**src/rtl/fifo_flex.sv**
```systemverilog
// Parametrised synchronous FIFO for the UART TX/RX data path. It provides a fill level,
// programmable almost-full and almost-empty flags, sticky error flags and a synchronous clear.
module fifo_flex #(
  parameter int SIZE_DATA  = 8,
  parameter int SIZE_DEPTH = 16,
  parameter int AFULL_TH   = 12,
  parameter int AEMPTY_TH  = 4,
  parameter int FWFT       = 0
) (
  input  logic                           i_clk,
  input  logic                           i_rst_n,
  input  logic                           i_clr,
  input  logic                           i_en_wr,
  input  logic                           i_en_rd,
  input  logic [SIZE_DATA-1:0]           i_data,
  output logic [SIZE_DATA-1:0]           o_data,
  output logic                           o_fifo_full,
  output logic                           o_fifo_empty,
  output logic                           o_almost_full,
  output logic                           o_almost_empty,
  output logic [$clog2(SIZE_DEPTH):0]    o_count,
  output logic                           o_overflow,
  output logic                           o_underflow
);

  localparam int SIZE_ADDR = $clog2(SIZE_DEPTH);
  localparam logic [SIZE_ADDR:0]   ZERO_C    = {(SIZE_ADDR+1){1'b0}};
  localparam logic [SIZE_ADDR:0]   ONE_C     = (SIZE_ADDR+1)'(1);
  localparam logic [SIZE_ADDR:0]   DEPTH_C   = (SIZE_ADDR+1)'(SIZE_DEPTH);
  localparam logic [SIZE_ADDR:0]   AFULL_C   = (SIZE_ADDR+1)'(AFULL_TH);
  localparam logic [SIZE_ADDR:0]   AEMPTY_C  = (SIZE_ADDR+1)'(AEMPTY_TH);
  localparam logic [SIZE_ADDR-1:0] PTR_ONE_C = SIZE_ADDR'(1);
  localparam logic [SIZE_ADDR-1:0] PTR_ZERO_C = {SIZE_ADDR{1'b0}};
  localparam logic [SIZE_DATA-1:0] DATA_ZERO_C = {SIZE_DATA{1'b0}};

  logic [SIZE_DATA-1:0] mem_r [SIZE_DEPTH];
  logic [SIZE_ADDR-1:0] wr_ptr_r;
  logic [SIZE_ADDR-1:0] rd_ptr_r;
  logic [SIZE_ADDR:0]   count_r;
  logic [SIZE_ADDR:0]   count_next_s;
  logic                 full_r;
  logic                 empty_r;
  logic                 afull_r;
  logic                 aempty_r;
  logic                 overflow_r;
  logic                 underflow_r;
  logic                 rd_ok_s;
  logic                 wr_ok_s;

  // Accept decisions and next fill level; clear overrides any request.
  always_comb begin
    rd_ok_s      = i_en_rd && !empty_r;
    wr_ok_s      = i_en_wr && (!full_r || rd_ok_s);
    count_next_s = count_r;
    if (i_clr) begin
      count_next_s = ZERO_C;
    end else if (wr_ok_s && !rd_ok_s) begin
      count_next_s = count_r + ONE_C;
    end else if (rd_ok_s && !wr_ok_s) begin
      count_next_s = count_r - ONE_C;
    end else begin
      count_next_s = count_r;
    end
  end

  // Pointers, fill level and sticky error flags.
  always_ff @(posedge i_clk or negedge i_rst_n) begin
    if (!i_rst_n) begin
      wr_ptr_r    <= PTR_ZERO_C;
      rd_ptr_r    <= PTR_ZERO_C;
      count_r     <= ZERO_C;
      overflow_r  <= 1'b0;
      underflow_r <= 1'b0;
    end else if (i_clr) begin
      wr_ptr_r    <= PTR_ZERO_C;
      rd_ptr_r    <= PTR_ZERO_C;
      count_r     <= ZERO_C;
      overflow_r  <= 1'b0;
      underflow_r <= 1'b0;
    end else begin
      count_r <= count_next_s;
      if (wr_ok_s) begin
        wr_ptr_r <= wr_ptr_r + PTR_ONE_C;
      end
      if (rd_ok_s) begin
        rd_ptr_r <= rd_ptr_r + PTR_ONE_C;
      end
      if (i_en_wr && !wr_ok_s) begin
        overflow_r <= 1'b1;
      end
      if (i_en_rd && !rd_ok_s) begin
        underflow_r <= 1'b1;
      end
    end
  end

  // Status flags are registered from the next count so they line up with count_r.
  always_ff @(posedge i_clk or negedge i_rst_n) begin
    if (!i_rst_n) begin
      full_r   <= (ZERO_C == DEPTH_C);
      empty_r  <= 1'b1;
      afull_r  <= (ZERO_C >= AFULL_C);
      aempty_r <= (ZERO_C <= AEMPTY_C);
    end else begin
      full_r   <= (count_next_s == DEPTH_C);
      empty_r  <= (count_next_s == ZERO_C);
      afull_r  <= (count_next_s >= AFULL_C);
      aempty_r <= (count_next_s <= AEMPTY_C);
    end
  end

  // Storage array, not reset; the read path sees pre-write contents on a shared address.
  always_ff @(posedge i_clk) begin
    if (wr_ok_s && !i_clr) begin
      mem_r[wr_ptr_r] <= i_data;
    end
  end

  generate
    if (FWFT == 0) begin : g_reg_rd
      logic [SIZE_DATA-1:0] data_r;
      // Registered read: the head word is captured on an accepted read and held otherwise.
      always_ff @(posedge i_clk or negedge i_rst_n) begin
        if (!i_rst_n) begin
          data_r <= DATA_ZERO_C;
        end else if (i_clr) begin
          data_r <= DATA_ZERO_C;
        end else if (rd_ok_s) begin
          data_r <= mem_r[rd_ptr_r];
        end else begin
          data_r <= data_r;
        end
      end
      assign o_data = data_r;
    end else begin : g_fwft
      assign o_data = empty_r ? DATA_ZERO_C : mem_r[rd_ptr_r];
    end
  endgenerate

  assign o_fifo_full    = full_r;
  assign o_fifo_empty   = empty_r;
  assign o_almost_full  = afull_r;
  assign o_almost_empty = aempty_r;
  assign o_count        = count_r;
  assign o_overflow     = overflow_r;
  assign o_underflow    = underflow_r;

endmodule

```
**config.mk**
```make
export PLATFORM = sky130hd
export DESIGN_NAME = fifo_flex
export DESIGN_NICKNAME = d
export VERILOG_FILES = /design/src/rtl/fifo_flex.sv
export SDC_FILE = /design/constraint.sdc
export NUM_CORES = 1
export LEC_CHECK = 0
export BUFFER_PORTS_ARGS = -buffer_cell sky130_fd_sc_hd__buf_2
export CORE_ASPECT_RATIO = 2
export CORE_MARGIN = 1.5
export CORE_UTILIZATION = 25
export CTS_CLUSTER_SIZE = 14
export DETAILED_ROUTE_END_ITERATION = 12
export PLACE_DENSITY = 0.44
export SYNTH_ARGS = -nofsm -noshare
export SYNTH_HDL_FRONTEND = slang
export SYNTH_SLANG_ARGS = --single-unit
```
**constraint.sdc**
```tcl
create_clock -name i_clk -period 2.8 [get_ports i_clk]
set_input_delay 0.14 -clock i_clk [delete_from_list [all_inputs] [get_ports i_clk]]
set_output_delay 0.14 -clock i_clk [all_outputs]
set_load 0.03 [all_outputs]
```
==> reports/summary.txt <==
Status - finished, final reports clean
Number of global-route vias before repair - 3734
Tot Pwr - 5.77 mW
Postcts setup bufs - 0
Setup WS post-layout - 629 ps
Total grt overflow - 0
Dominant synthesized flop cell - edfxtp_1
Final setup TNS - 0 ps
Share of post-route cells with drive strength above 1 - 20.6%
Fmax - 0.461 GHz
Hold Fails Final Rpt - 0
Ys Warns - 0
RSZ-0062 raised after global routing - false
Final Net Count - 493
Area of the mapped netlist - 6390 um2
Synth Register Bits - 155
Total track usage - 12.2%
Post-DP HPWL - 11.0 mm
Placed inst area - 7040 um2
Pin count of the biggest net entering global routing - 33
R2R Setup Slk - 630 ps
Clock latency on the worst-skew pair - 420 ps
Final Cycle Share - 77.5%
DRC errors left - 0
Die width - 116 um
Setup slack at placement - 641 ps
Root Driver - clkbuf_16
Final setup viols - 0
Area of the core - 25100 um2
Worst-margin pin slew - 676 ps
Diodes inserted - 0
Clock Skew - 10.0 ps
First-pass GRT wire length - 22.8 mm
Ys async rst share - 17.4%
FP Rows - 82
WL per Instance - 18.5 um
Crit end category - flip-flop
Post-synthesis sequential area ratio - 70.8%
Pleak - 2.62 nW
Placer Congestion - 0.839
Syn Area/Cell - 15.2 um2
Number of flops mapped to enable cells by yosys - 128
Max_cap viols - 0
Post-layout util - 30.4%
IO buf count - 31
Layout Cell Area excl Fill - 7630 um2
Initial antenna violation count - 0
Number of CTS-inserted buffers - 17
Total clock sinks - 155
CP Launch Type - flip-flop
DR vias - 3498
Worst hold path type - input port to flip-flop
I/O pin cnt - 32
Hold_buf cts - 1
Post-CTS sizing - 0
Number of fill cells in the layout - 2491
Critical Path RT - 2930 ps
Total power per unit cell area - 756 nW/um2
CTS tree - done
Starting DRT DRC Count - 165
Detail Route Antenna Nets - 0
Initial Utilization - 25.4%
Area growth, synth to finish - 19.4%
Peak supply drop - 0.318 mV
CP max FO - 8
Clk buf depth - 2
Die Footprint - 26600 um2
Max Slew Vio Count - 0
Yosys cell types - 47
Die Ht - 229 um
Initial DRT Pass Iterations - 4
Slew HR - 54.9%
Arrival time worst endpoint - 2300 ps
DR vias/cell - 4.26
Critical path class - flip-flop to flip-flop
H-tree levels - 4
Drt total wl - 15.2 mm
Mapped Cells - 420
Reg clk slew, reported paths - 60 ps
Post-synthesis net count - 440
Minimum clock period - 2170 ps
[Yosys cell counts, types with 6 or more instances]
master,number,area share (%)
a22oi_1,23,2.7
nand3_1,22,1.7
edfxtp_1,128,60
inv_1,7,0.41
nor2_1,33,1.9
dfrtp_1,25,9.8
nor3_1,6,0.47
buf_2,11,0.86
ha_1,7,1.4
nand2_1,26,1.5
mux2i_1,60,9.4
a21oi_1,11,0.86
[placed cells by master (no fill, tap or decap), drive strengths merged, types with 2 or more instances in the layout]
master / Yosys / routed
edfxtp: 128 / 128
mux2i: 60 / 60
buf: 14 / 53
nor2: 33 / 33
nand2: 27 / 27
dfrtp: 25 / 25
a22oi: 23 / 23
nand3: 22 / 22
clkbuf: 6 / 20
a21oi: 11 / 11
nor3: 8 / 8
clkinv: 0 / 8
inv: 7 / 7
ha: 7 / 7
nor2b: 5 / 5
mux2: 5 / 5
nand2b: 4 / 4
xor2: 4 / 4
xnor2: 3 / 3
a211oi: 3 / 3
nor3b: 3 / 3
and3: 2 / 2
a32oi: 2 / 2
mux4: 2 / 2
bufinv: 0 / 2
clkinvlp: 0 / 2
dfstp: 2 / 2
[cells by family after synthesis]
group,after synthesis,synth area share (%)
flip-flops,155,70.8
AND/OR/NAND/NOR,113,8.75
multiplexers,67,11.2
AO/OA/AOI/OAI,44,4.93
buffers and inverters,27,2.06
XOR/XNOR,7,0.959
adder cells (fa/ha/maj),7,1.37
[flip-flops by register name (all words and copies together) (netlist names), 4 cells and up]
register  flops
mem_r       128
rd_ptr_r      4
wr_ptr_r      4
o_data        8
o_count       5
[final cells by class]
class	instances	area [um2]	share of cell area (%)
multi-input cells	238	1740	22.8
well taps	336	420	5.51
clock inverters	12	123	1.61
repair buffers	54	343	4.49
inverters	7	26.3	0.344
clock buffers	20	457	5.98
flip-flops and latches	155	4530	59.3
[worst max-delay path, stage by stage, from the launching register on]
cell and delay, ps:
dfstp_2 390, nand2b_1 310, a21boi_2 340, and2b_1 220
nand2_1 150, nor2_1 240, buf_4 220
[final timing paths]
check	start	cells past startpoint	endpoint
max in group asynchronous	i_rst_n	2	rd_ptr_r[1]
hold / removal	i_en_rd	3	o_underflow
hold reg to reg	o_data[0]	2	o_data[0]
setup reg to reg	o_fifo_empty	6	mem_r[7][5]
min in group asynchronous	i_rst_n	2	o_underflow
setup / recovery	o_fifo_empty	6	mem_r[7][5]
[through the flow]
step	instances	hold WS (ps)
3_3_place_gp	789	215
4_1_cts	822	7.27
5_1_grt	822	53.8
3_5_place_dp	789	228
6_report	822	34.7
2_1_floorplan	420	-156
[per-layer routing]
metal  track usage, %  share of wire (%)  wire length, um  vias to the layer above
met5                0                  0                0                        -
met4             7.43                5.2              795                        0
met3             2.96                3.0              451                       33
met2             22.4                 56             8550                       70
met1             12.0                 36             5440                     1706
li1                 -                  -                -                     1689
[report_power, final]
part / switching, mW / internal [mW] / total (mW)
Sequential: 0.0999 / 2.60 / 2.70
Combinational: 0.536 / 0.293 / 0.829
Clock: 0.893 / 1.35 / 2.24
Total: 1.53 / 4.24 / 5.77
Note: power is estimated with default switching activity, not from simulation.
